File: src/rtl/pulse_multiplier_pkg.sv
// Shared types and constants for the pulse multiplier and its front end.
package pulse_multiplier_pkg;

    typedef enum logic [1:0] {
        IDLE    = 2'd0,
        ACQUIRE = 2'd1,
        LOCKED  = 2'd2
    } state_t;

    // Shortest period that still leaves at least one idle clock between output pulses.
    function automatic int min_period(input int mult);
        return 2 * mult;
    endfunction

    // Saturation value of a period counter of the given width.
    function automatic longint unsigned counter_max(input int width);
        return (64'd1 << width) - 64'd1;
    endfunction

endpackage

File: src/rtl/pulse_edge_sync.sv
// Two-flop synchronizer for an asynchronous pulse train followed by a
// registered rising-edge detector; rise_strobe is high for one clock per edge.
module pulse_edge_sync (
    input  logic clk,
    input  logic rst_n,
    input  logic pulse_in,
    output logic rise_strobe
);

    logic sync1_reg;
    logic sync2_reg;
    logic prev_reg;
    logic rise_reg;

    // Synchronize, keep the previous synchronized level and register the edge.
    always_ff @(posedge clk or negedge rst_n) begin
        if (!rst_n) begin
            sync1_reg <= 1'b0;
            sync2_reg <= 1'b0;
            prev_reg  <= 1'b0;
            rise_reg  <= 1'b0;
        end else begin
            sync1_reg <= pulse_in;
            sync2_reg <= sync1_reg;
            prev_reg  <= sync2_reg;
            rise_reg  <= sync2_reg & ~prev_reg;
        end
    end

    assign rise_strobe = rise_reg;

endmodule

File: src/rtl/pulse_multiplier.sv
// Frequency multiplier: measures the input pulse period in clocks and
// regenerates MULT evenly spaced single-cycle pulses per period using a
// Bresenham accumulator (acc += MULT, emit and subtract P when acc >= P).
module pulse_multiplier
    import pulse_multiplier_pkg::*;
#(
    parameter int MULT  = 4,
    parameter int CNT_W = 24
) (
    input  logic             clk,
    input  logic             rst_n,
    input  logic             enable,
    input  logic             pulse_in,
    output logic             pulse_out,
    output logic             locked,
    output logic [CNT_W-1:0] period,
    output logic             timeout
);

    localparam logic [CNT_W-1:0] CNT_MAX   = CNT_W'(counter_max(CNT_W));
    localparam logic [CNT_W-1:0] MIN_P     = CNT_W'(min_period(MULT));
    localparam logic [CNT_W:0]   ACC_STEP  = (CNT_W + 1)'(MULT);
    localparam int               GEN_W     = $clog2(MULT) + 1;
    localparam logic [GEN_W-1:0] GEN_LIMIT = GEN_W'(MULT - 1);

    state_t             state_reg;
    state_t             state_next;
    logic               rise_strobe;
    logic [CNT_W-1:0]   count_reg;
    logic [CNT_W-1:0]   period_reg;
    logic [CNT_W:0]     acc_reg;
    logic [GEN_W-1:0]   gen_cnt_reg;
    logic               pulse_reg;
    logic               timeout_reg;
    logic               pulse_next;

    logic               saturated;
    logic               long_enough;
    logic [CNT_W:0]     acc_sum;
    logic               acc_hit;
    logic               budget_left;

    pulse_edge_sync u_edge_sync (
        .clk         (clk),
        .rst_n       (rst_n),
        .pulse_in    (pulse_in),
        .rise_strobe (rise_strobe)
    );

    // An edge always wins over saturation, so a period of exactly CNT_MAX is still measured.
    assign saturated   = (state_reg != IDLE) && !rise_strobe && (count_reg == CNT_MAX);
    assign long_enough = (count_reg >= MIN_P);
    assign acc_sum     = acc_reg + ACC_STEP;
    assign acc_hit     = (acc_sum >= {1'b0, period_reg});
    assign budget_left = (gen_cnt_reg < GEN_LIMIT);

    // State register.
    always_ff @(posedge clk or negedge rst_n) begin
        if (!rst_n) begin
            state_reg <= IDLE;
        end else begin
            state_reg <= state_next;
        end
    end

    // Next-state logic: disable and counter saturation both fall back to IDLE.
    always_comb begin
        state_next = state_reg;
        if (!enable || saturated) begin
            state_next = IDLE;
        end else begin
            case (state_reg)
                IDLE:    if (rise_strobe) state_next = ACQUIRE;
                ACQUIRE: if (rise_strobe && long_enough) state_next = LOCKED;
                LOCKED:  if (rise_strobe && !long_enough) state_next = ACQUIRE;
                default: state_next = IDLE;
            endcase
        end
    end

    // Output decode: edge pulse on a locking/locked edge, otherwise budgeted accumulator pulses.
    always_comb begin
        locked     = (state_reg == LOCKED);
        pulse_next = 1'b0;
        if (enable) begin
            if (rise_strobe) begin
                pulse_next = (state_reg == LOCKED) || ((state_reg == ACQUIRE) && long_enough);
            end else if ((state_reg == LOCKED) && acc_hit && budget_left) begin
                pulse_next = 1'b1;
            end
        end
    end

    // Period counter, measured period, accumulator and registered strobes.
    always_ff @(posedge clk or negedge rst_n) begin
        if (!rst_n) begin
            count_reg   <= '0;
            period_reg  <= '0;
            acc_reg     <= '0;
            gen_cnt_reg <= '0;
            pulse_reg   <= 1'b0;
            timeout_reg <= 1'b0;
        end else begin
            pulse_reg   <= pulse_next;
            timeout_reg <= saturated;

            // IDLE holds the counter at zero: nothing is being measured, so it cannot time out.
            if (rise_strobe) begin
                count_reg <= CNT_W'(1);
            end else if (state_reg == IDLE) begin
                count_reg <= '0;
            end else if (count_reg != CNT_MAX) begin
                count_reg <= count_reg + CNT_W'(1);
            end

            // The first edge from IDLE only starts a measurement; there is no period yet.
            if (rise_strobe && (state_reg != IDLE)) begin
                period_reg <= count_reg;
            end

            // Over-budget hits still wrap the accumulator so it stays below P.
            if (rise_strobe) begin
                acc_reg     <= '0;
                gen_cnt_reg <= '0;
            end else if (state_reg == LOCKED) begin
                if (acc_hit) begin
                    acc_reg <= acc_sum - {1'b0, period_reg};
                    if (budget_left) begin
                        gen_cnt_reg <= gen_cnt_reg + GEN_W'(1);
                    end
                end else begin
                    acc_reg <= acc_sum;
                end
            end
        end
    end

    assign pulse_out = pulse_reg;
    assign period    = period_reg;
    assign timeout   = timeout_reg;

endmodule

File: config.mk
export PLATFORM = sky130hd
export DESIGN_NAME = pulse_multiplier
export DESIGN_NICKNAME = d
export VERILOG_FILES = /design/src/rtl/pulse_multiplier_pkg.sv /design/src/rtl/pulse_edge_sync.sv /design/src/rtl/pulse_multiplier.sv
export SDC_FILE = /design/constraint.sdc
export NUM_CORES = 1
export LEC_CHECK = 0
export BUFFER_PORTS_ARGS = -buffer_cell sky130_fd_sc_hd__buf_2
export CORE_ASPECT_RATIO = 0.7
export CORE_MARGIN = 2
export CORE_UTILIZATION = 60
export CTS_CLUSTER_DIAMETER = 60
export DETAILED_ROUTE_END_ITERATION = 12
export GPL_ROUTABILITY_DRIVEN = 0
export PLACE_DENSITY = 0.74
export SLEW_MARGIN = 5
export SYNTH_ARGS = -nofsm -noshare
export SYNTH_HDL_FRONTEND = slang
export SYNTH_SLANG_ARGS = --single-unit
File: constraint.sdc
create_clock -name clk -period 4.44 [get_ports clk]
set_clock_uncertainty 0.1 [all_clocks]
set_input_delay 0.444 -clock clk [delete_from_list [all_inputs] [get_ports clk]]
set_output_delay 0.444 -clock clk [all_outputs]
set_load 0.05 [all_outputs]
After elaboration in Yosys (flattened, before gate mapping)
Cells that the tools add are included.
{"block": "word_totals", "input_bits": 4, "reg_bits": 84, "elab_cells": 66}
{"block": "op_classes", "add_sub_neg": 4, "reduce_logical": 21, "n_eq_ne": 7, "bitwise": 2, "n_lt_le_gt_ge": 3, "n_mux": 18}
{"cell": "25-bit 2-to-1 mux", "count": 3}
{"cell": "24-bit 2-to-1 mux", "count": 3}
{"cell": "25-bit by 3-bit adder with 25-bit output (second input constant)", "count": 1}
{"cell": "25-bit by 24-bit >= comparator with 1-bit output", "count": 1}
{"cell": "25-bit by 24-bit subtractor with 25-bit output", "count": 1}
{"cell": "24-bit by 1-bit adder with 24-bit output (second input constant)", "count": 1}
{"cell": "24-bit == test (second input constant)", "count": 1}
{"cell": "24-bit by 4-bit >= comparator with 1-bit output (second input constant)", "count": 1}
{"cell": "24-bit != test (second input constant)", "count": 1}
{"cell": "3-bit 2-to-1 mux", "count": 4}
{"cell": "1-bit logical AND", "count": 8}
{"cell": "2-bit 2-to-1 mux", "count": 4}
{"cell": "2-bit nonzero test", "count": 4}
{"cell": "2-bit one-hot mux with 3 select lines", "count": 1}
{"cell": "3-bit AND reduction", "count": 2}
{"cell": "3-bit by 1-bit adder with 3-bit output (second input constant)", "count": 1}
{"cell": "1-bit logical NOT", "count": 3}
{"cell": "3-bit by 2-bit less-than comparator with 1-bit output (second input constant)", "count": 1}
{"cell": "1-bit 2-to-1 mux", "count": 3}
{"cell": "3-bit by 1-bit != test with 1-bit output (second input constant)", "count": 1}
{"cell": "3-bit by 2-bit != test with 1-bit output (second input constant)", "count": 1}
{"cell": "3-bit != test (second input constant)", "count": 1}
{"cell": "3-bit nonzero test", "count": 1}
{"cell": "2-bit by 1-bit == test with 1-bit output (second input constant)", "count": 1}
{"cell": "other kinds (5)", "count": 6}

Depth between registers and ports, before layout
Gate-level depths: netlist (run 1).
{"block": "logic_depth", "depth_word": 7, "depth_mapped": 18, "ltp_nobuf": 15}

Cells and area by module
From an unflattened synthesis (run 1), not the netlist that was laid out.
{"block": "hier_totals", "hier_cells": 650, "area_unflattened_um2": 5776.8}
{"mod": "pulse_multiplier", "instances": 1, "cells_each": 645, "seq_area_each_um2": 2001.9, "area_per_inst_um2": 5662.9}
{"mod": "pulse_edge_sync", "instances": 1, "cells_each": 5, "seq_area_each_um2": 100.1, "area_per_inst_um2": 113.9}

Worst setup path before layout (run 1)
OpenSTA, ideal clock, no wires.
{"block": "synth_path", "path_type": "reg2reg", "from": "register acc_reg[2]", "to": "register acc_reg[14]", "path_buffers": 3, "stages_incl_launch_ff": 19, "synth_period_minus_slack_ns": 3.803, "setup_time_ns": 0.165, "t_arrival_ns": 3.539, "t_required_ns": 4.175, "path_slack_ns": 0.637, "path_cell_list": "dfrtp_1 -> ha_1 -> and4_4 -> nand4_4 -> nor2_1 -> nand2_1 -> xnor2_1 -> ha_1 -> clkbuf_1 -> nand4_1 -> or2_2 -> nor4_1 -> a31oi_1 -> nand3_2 -> a21o_1 -> buf_6 -> buf_12 -> mux2i_1 -> a21oi_1"}
{"block": "synth_via", "elab_chain_len": 5}
{"element": "start: declaration", "line_no": "pulse_multiplier.sv:31", "text": "logic [CNT_W:0] acc_reg;"}
{"element": "start signal: assignment", "line_no": "pulse_multiplier.sv:127", "text": "acc_reg <= acc_sum - {1'b0, period_reg};"}
{"element": "start signal: assignment", "line_no": "pulse_multiplier.sv:132", "text": "acc_reg <= acc_sum;"}
{"element": "25-bit by 3-bit adder with 25-bit output (*)", "line_no": "pulse_multiplier.sv:53", "text": "assign acc_sum = acc_reg + ACC_STEP;"}
{"element": "25-bit by 24-bit subtractor with 25-bit output / 25-bit by 24-bit >= comparator with 1-bit output (equally long branches)", "line_no": "pulse_multiplier.sv:127, pulse_multiplier.sv:54"}
{"element": "25-bit 2-to-1 mux (*)", "line_no": "pulse_multiplier.sv:126", "text": "if (acc_hit) begin"}
{"element": "25-bit 2-to-1 mux (*)", "line_no": "pulse_multiplier.sv:125", "text": "end else if (state_reg == LOCKED) begin"}
{"element": "25-bit 2-to-1 mux (*)", "line_no": "pulse_multiplier.sv:122", "text": "if (rise_strobe) begin"}
Every way passes the cells marked *; elsewhere a longest branch is shown, timed or not. The select of a mux whose other input is x is not followed.
A chain may end at the register's enable or synchronous reset.

Worst setup path in the final report (run 1)
{"block": "layout_path", "from": "register acc_reg[2]", "to": "register gen_cnt_reg[0]"}
{"block": "layout_via", "elab_chain_len": 4}
{"element": "25-bit by 3-bit adder with 25-bit output", "line_no": "pulse_multiplier.sv:53"}
{"element": "25-bit by 24-bit >= comparator with 1-bit output", "line_no": "pulse_multiplier.sv:54", "text": "assign acc_hit = (acc_sum >= {1'b0, period_reg});"}
{"element": "2-bit nonzero test (no line)"}
{"element": "3-bit AND reduction (no line)"}
{"element": "end signal: assignment", "line_no": "pulse_multiplier.sv:129", "text": "gen_cnt_reg <= gen_cnt_reg + GEN_W'(1);"}
{"element": "end: declaration", "line_no": "pulse_multiplier.sv:32", "text": "logic [GEN_W-1:0] gen_cnt_reg;"}
Every way passes these cells.

==> out/metrics.yaml, run 1 <==
yosys:
  synthCells: 650
  synth-edff-count: 0
  yosysSeqAreaShare_pct: 36.5
  ys_async_sr_fraction_pct: 100
  synth-seq-cells: 84
  yosys_warnings: 0
  ys.flop_type: "dfrtp_1"
  syn_nets: 683
  synth_area_mm2: 0.00576
  ys_types: 62
  synth.avg_cell_area_um2: 8.86
floorplan:
  fp.dieW_um: 121
  io_pins: 31
  design.core.area_mm2: 0.00918
  die_area_mm2: 0.0104
  rows: 29
  die_h_um: 86.0
  initial_core_util_pct: 62.7
sta:
  fmaxAchievable_mhz: 235
  fin_crit_sh_pct: 95.8
  hold_viol_final: 0
  fin_setup_tns_ns: 0
  layout_setup_ws_ns: 0.188
  finalSetupViolCount: 0
  maxSlewHeadroom_pct: 27.3
  tightest_slew_ns: 1.09
  whs_ns: 0.105
  period_needed_ns: 4.25
  drv_slew: 0
critical_path:
  startpoint: "acc_reg[2]$_DFFE_PN0P_"
  r2r-end: "gen_cnt_reg[0]$_DFFE_PN0P_"
  crit_path_start_kind: "flop"
  crit_type: "flop to flop"
  cp-end-kind: "flop"
  crit_required_ns: 4.54
  rr_worst_depth: 16
  critPathArrivalTime_ns: 4.35
  crit_chain: "ha_2 -> and4_4 -> nand4_4 -> or2_2 -> nor3_1 -> xor2_1 -> ha_1 -> nand4_1 -> or2_2 -> nor4_2 -> a31oi_1 -> nand3_2 -> a21oi_1 -> buf_4 -> o311ai_0 -> o41ai_1"
  crit_family: "simple AND/OR/NAND/NOR gates"
  critPathMaxStageDelay_ns: 0.41
  path_common_cell: "or2_2"
  reg2reg_slack_ns: 0.19
  path_buf_inv: 1
  path_max_fanout: 15
  worst_path_max_delay_cell: "dfrtp_1"
  r2r_start: "acc_reg[2]$_DFFE_PN0P_"
run_status:
  status: "completed"
placement:
  place_ws_ns: 0.207
  dpl.hpwl_um: 11100
  dpl_cell_area_mm2: 0.00604
  numPortBuffers: 30
layout:
  largest_reg_flops: 25
  drive_gt1_share_pct: 14.4
  diodes: 0
  stdcell_area_mm2: 0.00637
  final_common_cell: "dfrtp_1"
  layout_common_cells: "84 x dfrtp_1, 53 x nor2_1, 43 x nand2_1"
  layout.nets: 711
  seqCellArea_mm2: 0.00210
  multi_input_area_mm2: 0.00337
  fill_cells: 706
  synthToLayoutAreaGrowth_pct: 10.5
  final_util_pct: 69.3
global_route:
  overflow: 0
  first_global_vias: 4740
  grt_start_max_net_pins: 85
  track_usage_pct: 30.8
  antenna_found_initial: 0
  grt_pass1_wl_um: 24700
clocking:
  clock-sinks: 84
  clockBufferDepth: 2
  clkLatencyLatePin_ns: 0.34
  cts_tree: "done"
  hold_buffers: 0
  cts_root_buf: "clkbuf_16"
  ctsHtreeMaxLevel: 3
  clk_pin_slew_ns: 0.07
  numCtsBuffers: 9
drt:
  finalWirelength_um: 15200
  drtAntennaViolNets: 0
  firstDrtPassIters: 7
  wl_per_cell_um: 18.9
  via_per_inst: 6.32
  drtIter0Drc: 621
  vias: 5092
  drc: 0
pwr:
  p_clk_share_pct: 47.3
  sw_frac_of_total_pct: 23.4
  pwr-share-comb_pct: 4.7
  p_int_mw: 1.25
  max-vdd-ir-drop_uv: 210
  power_density_mw_per_mm2: 255
  seqPwrFrac_pct: 48.1
  switchingPower_uw: 380
  p_leak_nw: 3.00
hold_path:
  hold_path.class: "input pin to flop"
  hold_depth: 1
  min_from: "pulse_in"
  hold_path_end: "u_edge_sync.sync1_reg$_DFF_PN0_"
run:
  max_cap_viol_count: 0
-- layout make-up --
| class | count | area share, % |
|---|---|---|
| Clock buffer | 10 | 3.75 |
| Tap cell | 124 | 2.44 |
| Timing Repair Buffer | 47 | 4.60 |
| Clock inverter | 5 | 0.943 |
| Multi-Input combinational cell | 497 | 52.9 |
| Sequential cell | 84 | 33.0 |
| Inverter | 39 | 2.30 |
-- worst max path at each step --
stage,end,slack (ns),cells past startpoint
after detailed placement,acc_reg[10]$_DFFE_PN0P_,0.21,16
final,gen_cnt_reg[0]$_DFFE_PN0P_,0.19,16
after floorplan,acc_reg[14]$_DFFE_PN0P_,0.64,18
after CTS,acc_reg[8]$_DFFE_PN0P_,0.18,16
after global routing,gen_cnt_reg[0]$_DFFE_PN0P_,-0.01,16
after global placement,acc_reg[8]$_DFFE_PN0P_,0.30,16
-- power groups by stage --
stage	clock network, mW	registers (mW)	logic (mW)
floorplan	0	0.800	0.0378
global placement	0	0.795	0.0754
detailed placement	0	0.795	0.0767
CTS	0.779	0.781	0.0774
global route	0.808	0.781	0.0850
finish	0.768	0.781	0.0760
-- worst reg2reg max path, delay by kind of cell, from the launching register on --
family                   cells  cell delay, ns
AND/OR/NAND/NOR              8            2.01
buffers and inverters        1            0.22
XOR/XNOR                     1            0.12
AO/OA/AOI/OAI                4            0.65
adder cells (fa/ha/maj)      2            0.61
flip-flops                   1            0.41
-- per-stage QoR --
stage / cells / power (mW)
6_report: 806 / 1.62
3_5_place_dp: 789 / 0.872
3_3_place_gp: 789 / 0.870
5_1_grt: 806 / 1.67
2_1_floorplan: 650 / 0.838
4_1_cts: 804 / 1.64
-- kinds of logic after synthesis --
kind of cell / Yosys count / synth area share [%]
AO/OA/AOI/OAI: 149 / 16.1
XOR/XNOR: 60 / 9.12
AND/OR/NAND/NOR: 225 / 20.2
flip-flops: 84 / 36.5
buffers and inverters: 69 / 5.24
adder cells (fa/ha/maj): 30 / 6.60
multiplexers: 33 / 6.19
-- synthesized netlist by cell type, types with 2 or more instances --
cell,number,area share (%)
inv_1,39,2.5
dfrtp_1,84,36
o21bai_1,3,0.39
or2_2,3,0.33
nor3_1,16,1.4
or3_1,4,0.43
a22oi_1,3,0.39
nand2b_1,10,1.1
a21oi_1,39,3.4
nand2_1,43,2.8
and4_1,4,0.61
nor3b_1,2,0.26
nand4_1,17,1.8
buf_2,2,0.17
nor2_1,54,3.5
o21ai_0,41,3.6
o22ai_1,2,0.22
o31ai_1,2,0.26
o41ai_1,2,0.30
nor4_1,5,0.54
nor2b_1,7,0.76
a41oi_1,3,0.46
xor2_1,23,3.5
o21a_1,4,0.52
or4_1,3,0.39
a311o_1,2,0.35
clkbuf_1,23,1.5
a211oi_1,3,0.39
xnor2_1,37,5.6
o211ai_1,3,0.39
a21o_1,13,1.7
ha_1,28,6.1
buf_6,3,0.59
and2_1,4,0.43
o311ai_0,2,0.30
a31oi_1,15,1.6
nand4b_1,3,0.46
and3_1,9,0.98
o32ai_1,3,0.46
mux2_2,21,4.1
mux2i_1,12,2.1
a32o_1,2,0.35
nand3_1,33,2.9
-- metal layers --
layer | routed length [µm] | track usage [%] | vias up | share of wire (%)
li1 | - | - | 2391 | -
met1 | 7040 | 45.1 | 2462 | 46
met2 | 6650 | 45.5 | 210 | 44
met3 | 1250 | 7.05 | 29 | 8.2
met4 | 276 | 9.73 | 0 | 1.8
met5 | 0 | 0 | - | 0
-- timing repair --
item                                    4_1_cts  5_1_grt
endpoints found under the setup margin        0       27
buffers inserted                              0        2
resized for setup                             0        4
Note: power is estimated with default switching activity, not from simulation.
==> inputs of run 2 (changes only) <==
==> constraint.sdc (replaced) <==
create_clock -name clk -period 5.19 [get_ports clk]
set_clock_uncertainty 0.1 [all_clocks]
set_input_delay 0.519 -clock clk [delete_from_list [all_inputs] [get_ports clk]]
set_output_delay 0.519 -clock clk [all_outputs]
set_load 0.05 [all_outputs]
==> run 2 against run 1 <==
- maximum frequency down 8.2%
- sequential power fell by 15%
- largest cell class unchanged
- register-to-register slack improved by 0.37 ns
- power fell by 14%
- count of clock-buffer cells in the layout unchanged
- wire length increased by 2.2%
==> out/metrics.yaml, run 2 (synthesized netlist as in run 1, its figures left out) <==
critical_path:
  path_max_fanout: 21  # +6
  crit_type: "flop to flop"
  critPathArrivalTime_ns: 4.76  # +0.41 ns
  path_common_cell: "ha_1"
  cp.depth: 16  # unchanged
  path_buf_inv: 1  # unchanged
  r2r-end: "acc_reg[15]$_DFFE_PN0P_"
  rr_worst_depth: 16  # unchanged
  startpoint: "acc_reg[2]$_DFFE_PN0P_"
  critPathMaxStageDelay_ns: 0.48  # +0.07 ns
  r2r_start: "acc_reg[2]$_DFFE_PN0P_"
  reg2reg_slack_ns: 0.56  # +0.37 ns
  critPathCapture: "acc_reg[15]$_DFFE_PN0P_"
  crit_required_ns: 5.32  # +0.78 ns
  worst_path_max_delay_cell: "ha_1"
  crit_path_start_kind: "flop"
  crit_chain: "ha_1 -> and4_4 -> nand4_4 -> nor2_1 -> nand2_1 -> xnor2_1 -> ha_1 -> nand4_1 -> or2_2 -> nor4_1 -> a31oi_1 -> nand3_2 -> a21o_1 -> buf_12 -> a21oi_1 -> a311o_1"
  crit_family: "simple AND/OR/NAND/NOR gates"
  cp-end-kind: "flop"
floorplan:
  fp.dieW_um: 121  # unchanged
  rows: 29  # unchanged
  initial_core_util_pct: 62.7  # unchanged
  design.core.area_mm2: 0.00918  # unchanged
  die_area_mm2: 0.0104  # unchanged
  die_h_um: 86.0  # unchanged
  io_pins: 31  # unchanged
global_route:
  grt_start_max_net_pins: 45  # -47%
  grt_util_met2_pct: 46.5  # +1.0 points
  grtUsageMet3_pct: 10.9  # +3.9 points
  antenna_found_initial: 0  # unchanged
  grt_pass1_wl_um: 25100  # +1.5%
  busiest_layer: "met2"
  track_usage_pct: 31.3  # +0.48 points
  overflow: 0  # unchanged
  met1_usage_pct: 42.6  # -2.5 points
  first_global_vias: 4982  # +5.1%
drt:
  wl_per_cell_um: 19.5  # +3.2%
  drtIter0Drc: 519  # -16%
  drtAntennaViolNets: 0  # unchanged
  vias: 5171  # +1.6%
  drc: 0  # unchanged
  finalWirelength_um: 15500  # +2.2%
  firstDrtPassIters: 5  # -2
  via_per_inst: 6.48  # +2.6%
pwr:
  p_leak_nw: 2.95  # -1.5%
  p_int_mw: 1.06  # -15%
  switchingPower_uw: 342  # -10%
  max-vdd-ir-drop_uv: 170  # -19%
  power.total_mw: 1.40  # -14%
  p_clk_share_pct: 47.4  # about the same
  sw_frac_of_total_pct: 24.4  # +1.0 points
  seqPwrFrac_pct: 47.6  # -0.5 points
  pwr-share-comb_pct: 5.0  # +0.3 points
  power_density_mw_per_mm2: 223  # -13%
placement:
  place_ws_ns: 0.679  # +0.473 ns
  numPortBuffers: 30  # unchanged
  dpl.cell_count: 782  # -0.89%
  dpl.hpwl_um: 11200  # +1.8%
run_status:
  status: "completed"
run:
  max_cap_viol_count: 0  # unchanged
layout:
  drive_gt1_share_pct: 12.8  # -1.6 points
  final_util_pct: 68.5  # -0.83 points
  seqCellArea_mm2: 0.00210  # unchanged
  multi_input_area_mm2: 0.00336  # -0.33%
  layout.nets: 702  # -1.3%
  final_common_cell: "dfrtp_1"
  layout_common_cells: "84 x dfrtp_1, 54 x nor2_1, 43 x nand2_1"
  largest_reg_flops: 25  # unchanged
  stdcell_count: 798  # -0.99%
  synthToLayoutAreaGrowth_pct: 9.21
  fill_cells: 736  # +4.2%
  diodes: 0  # unchanged
sta:
  fin_setup_tns_ns: 0  # unchanged
  finalSetupViolCount: 0  # unchanged
  layout_setup_ws_ns: 0.556  # +0.369 ns
  period_needed_ns: 4.63  # +0.381 ns
  fin_crit_sh_pct: 89.3  # -6.5 points
  fmaxAchievable_mhz: 216  # -8.2%
  rsz0062_at_grt: "no"
  drv_slew: 0  # unchanged
  hold_viol_final: 0  # unchanged
  maxSlewHeadroom_pct: 33.0  # +5.7 points
  tightest_slew_ns: 1.00  # -0.0891 ns
clocking:
  clk_pin_slew_ns: 0.06  # about the same
  clockBufferDepth: 2  # unchanged
  ctsHtreeMaxLevel: 3  # unchanged
  hold_buffers: 0  # unchanged
  cts_tree: "done"
  cts-resized-gates: 0  # unchanged
  clkLatencyLatePin_ns: 0.35  # about the same
  cts_root_buf: "clkbuf_16"
  clock-sinks: 84  # unchanged
  postCtsSetupBuffers: 0  # unchanged
  numCtsBuffers: 9  # unchanged
hold_path:
  hold_path.class: "input pin to asynchronous set/reset pin"
## run 2: worst min-delay path by stage
stage | startpoint | end | cells past startpoint
global placement | u_edge_sync.sync1_reg$_DFF_PN0_ | u_edge_sync.sync2_reg$_DFF_PN0_ | 0
global route | rst_n | count_reg[23]$_DFFE_PN0P_ | 1
detailed placement | u_edge_sync.sync1_reg$_DFF_PN0_ | u_edge_sync.sync2_reg$_DFF_PN0_ | 0
finish | rst_n | count_reg[23]$_DFFE_PN0P_ | 1
CTS | rst_n | count_reg[23]$_DFFE_PN0P_ | 1
floorplan | rst_n | acc_reg[0]$_DFFE_PN0P_ | 0
## run 2: metrics by stage
stage               hold slack (ns)  cell area, µm²
global placement              0.235            5990
global route                  0.103            6290
detailed placement            0.242            5990
floorplan                     0.123            5760
finish                       0.0587            6290
CTS                          0.0723            6290
## run 2: routing by layer
layer  vias up  part of all wire, %  routed length [µm]
met2       275                   43                6640
met5         -                    0                   0
li1       2373                    -                   -
met1      2484                   44                6760
met4         0                  2.8                 430
met3        39                   11                1710
## run 2: final cells by class
type                    count  share of cell area, %
inverters                  39                   2.33
clock buffers              10                   3.64
multi-input cells         497                   53.4
repair buffers             38                   3.58
well taps                 124                   2.47
flip-flops and latches     84                   33.4
clock inverters             6                   1.15
## run 2: power groups by stage
| stage | logic, mW | registers [mW] | clock network [mW] |
|---|---|---|---|
| CTS | 0.0704 | 0.666 | 0.672 |
| global placement | 0.0684 | 0.678 | 0 |
| global route | 0.0775 | 0.666 | 0.698 |
| floorplan | 0.0324 | 0.685 | 0 |
| detailed placement | 0.0693 | 0.678 | 0 |
| finish | 0.0700 | 0.666 | 0.664 |
==> inputs of run 3 (changes only) <==
==> constraint.sdc (replaced) <==
create_clock -name clk -period 5.19 [get_ports clk]
set_clock_uncertainty 0.1 [all_clocks]
set_input_delay 0.2595 -clock clk [delete_from_list [all_inputs] [get_ports clk]]
set_output_delay 0.2595 -clock clk [all_outputs]
set_load 0.05 [all_outputs]
==> run 3 against run 2 <==
- global-route usage is 0.73 points lower
- die area is the same
- first-iteration DRC count is 10% lower
- utilization rose by 0.12 points
- clock power decreased by 0.8%
- hold slack improved by 0.024 ns
- critical path depth is 1 lower
- flip-flop and latch count did not move
- wire length decreased by 2.4%
- power down 0.37%
- highest routed layer unchanged
- final cell count rose by 0.13%
- sequential power hardly changed
==> out/metrics.yaml, run 3 (synthesized netlist as in run 1, its figures left out) <==
layout:
  drive_gt1_share_pct: 12.6  # -0.17 points
  stdcell_area_mm2: 0.00630  # +0.18%
  multi_input_area_mm2: 0.00336  # unchanged
  seqCellArea_mm2: 0.00210  # unchanged
  diodes: 0  # unchanged
  final_common_cell: "dfrtp_1"
  fill_cells: 729  # -0.95%
  largest_reg_flops: 25  # unchanged
  layout_common_cells: "84 x dfrtp_1, 54 x nor2_1, 43 x nand2_1"
  synthToLayoutAreaGrowth_pct: 9.41
  layout.nets: 703  # +0.14%
floorplan:
  die_h_um: 86.0  # unchanged
  design.core.area_mm2: 0.00918  # unchanged
  fp.dieW_um: 121  # unchanged
  initial_core_util_pct: 62.7  # unchanged
  rows: 29  # unchanged
  io_pins: 31  # unchanged
  die_area_mm2: 0.0104  # unchanged
critical_path:
  crit_family: "compound AO/OA/AOI/OAI gates"
  r2r_start: "acc_reg[2]$_DFFE_PN0P_"
  worst_path_max_delay_cell: "a21oi_1"
  path_max_fanout: 13  # -38%
  crit_chain: "ha_1 -> and4_4 -> nand4_4 -> nor2_1 -> nand3_1 -> xnor2_1 -> ha_1 -> a21oi_1 -> nor2_1 -> o311ai_0 -> nand3_2 -> a21oi_1 -> buf_4 -> nand3_1 -> a31oi_1"
  cp-end-kind: "flop"
  path_buf_inv: 1  # unchanged
  crit_required_ns: 5.35  # +0.03 ns
  startpoint: "acc_reg[2]$_DFFE_PN0P_"
  crit_type: "flop to flop"
  critPathArrivalTime_ns: 4.88  # +0.12 ns
  crit_path_start_kind: "flop"
  critPathMaxStageDelay_ns: 0.61  # +0.13 ns
sta:
  drv_slew: 0  # unchanged
  tightest_slew_ns: 1.15  # +0.145 ns
  maxSlewHeadroom_pct: 23.5  # -9.5 points
  hold_viol_final: 0  # unchanged
  finalSetupViolCount: 0  # unchanged
  fmaxAchievable_mhz: 212  # -1.7%
  period_needed_ns: 4.72  # +0.0823 ns
  rsz0062_at_grt: "no"
  fin_setup_tns_ns: 0  # unchanged
  fin_crit_sh_pct: 90.9  # +1.6 points
clocking:
  clock-sinks: 84  # unchanged
  cts_tree: "done"
  cts-resized-gates: 0  # unchanged
  hold_buffers: 2  # +2
  postCtsSetupBuffers: 0  # unchanged
  numCtsBuffers: 9  # unchanged
  clockBufferDepth: 2  # unchanged
  clkLatencyLatePin_ns: 0.35  # about the same
  clk_pin_slew_ns: 0.06  # about the same
  cts_root_buf: "clkbuf_16"
  ctsHtreeMaxLevel: 3  # unchanged
drt:
  wl_per_cell_um: 19.0  # -2.5%
  wl_met1_um: 7190  # +6.3%
  drtIter0Drc: 466  # -10%
  met2_length_um: 6500  # -2.0%
  vias: 5107  # -1.2%
  drtAntennaViolNets: 0  # unchanged
  firstDrtPassIters: 5  # unchanged
  drc: 0  # unchanged
  via_per_inst: 6.39  # -1.4%
  top_layer_used: "met4"
  wl_met3_um: 1280  # -26%
  finalWirelength_um: 15200  # -2.4%
placement:
  dpl.hpwl_um: 10800  # -4.2%
  numPortBuffers: 30  # unchanged
  dpl_cell_area_mm2: 0.00598  # -0.13%
global_route:
  overflow: 0  # unchanged
  first_global_vias: 4735  # -5.0%
  grt_start_max_net_pins: 84  # +87%
  antenna_found_initial: 0  # unchanged
  track_usage_pct: 30.6  # -0.73 points
  grt_pass1_wl_um: 24700  # -1.8%
pwr:
  p_int_mw: 1.06  # about the same
  pwr-share-comb_pct: 5.0  # about the same
  p_leak_nw: 2.95  # about the same
  seqPwrFrac_pct: 47.7  # about the same
  p_clk_share_pct: 47.2  # -0.2 points
  switchingPower_uw: 336  # -1.6%
  power_density_mw_per_mm2: 221  # -0.55%
  max-vdd-ir-drop_uv: 186  # +9.9%
  sw_frac_of_total_pct: 24.1  # -0.30 points
hold_path:
  min_from: "enable"
  hold_path.class: "input pin to flop"
run_status:
  status: "completed"
run:
  max_cap_viol_count: 0  # unchanged
## run 3: cell count changes in the layout (fill, tap and decap cells not counted), sizes merged
cell         before  now
buf              38   37
clkinv            2    1
dlygate4sd3       0    2
clkinvlp          1    2
## run 3: through the flow
| stage | setup slack (ns) | power, mW | hold WS (ns) | instances | utilization [%] |
|---|---|---|---|---|---|
| after global placement | 0.785 | 0.746 | -0.0609 | 781 | 65.1 |
| after floorplan | 1.39 | 0.717 | -0.136 | 650 | - |
| after global routing | 0.0955 | 1.44 | 0.0724 | 799 | 68.6 |
| final | 0.474 | 1.39 | 0.0828 | 799 | 68.6 |
| after CTS | 0.602 | 1.40 | 0.0741 | 799 | 68.6 |
| after detailed placement | 0.628 | 0.747 | -0.0594 | 781 | 65.1 |
## run 3: final timing paths
| check | slack (ns) | end | cells after the start |
|---|---|---|---|
| min in group asynchronous | 0.12 | count_reg[23]$_DFFE_PN0P_ | 2 |
| hold reg to reg | 0.25 | u_edge_sync.sync2_reg$_DFF_PN0_ | 0 |
| setup / recovery | 0.47 | acc_reg[2]$_DFFE_PN0P_ | 15 |
| setup reg to reg | 0.47 | acc_reg[2]$_DFFE_PN0P_ | 15 |
| max in group asynchronous | 3.65 | acc_reg[12]$_DFFE_PN0P_ | 3 |
| hold / removal | 0.08 | state_reg[0]$_DFFE_PN0P_ | 2 |
## run 3: layout make-up
| cell class | instances | share of cell area [%] |
|---|---|---|
| multi-input combinational | 497 | 53.3 |
| timing repair buffer | 39 | 3.77 |
| inverter | 39 | 2.32 |
| clock buffer | 10 | 3.63 |
| clock inverter | 6 | 1.13 |
| sequential | 84 | 33.4 |
| tap | 124 | 2.46 |
## run 3: routing by layer
metal  track usage (%)  vias to the layer above
li1                  -                     2366
met3              7.65                       21
met1              46.0                     2486
met4              6.55                        0
met5                 0                        -
met2              44.5                      234
## run 3: power groups by stage
| stage | Clock, mW | Combinational [mW] | Sequential (mW) |
|---|---|---|---|
| 2_1_floorplan | 0 | 0.0324 | 0.685 |
| 3_3_place_gp | 0 | 0.0681 | 0.678 |
| 3_5_place_dp | 0 | 0.0691 | 0.678 |
| 4_1_cts | 0.667 | 0.0708 | 0.666 |
| 5_1_grt | 0.693 | 0.0791 | 0.666 |
| 6_report | 0.659 | 0.0704 | 0.666 |
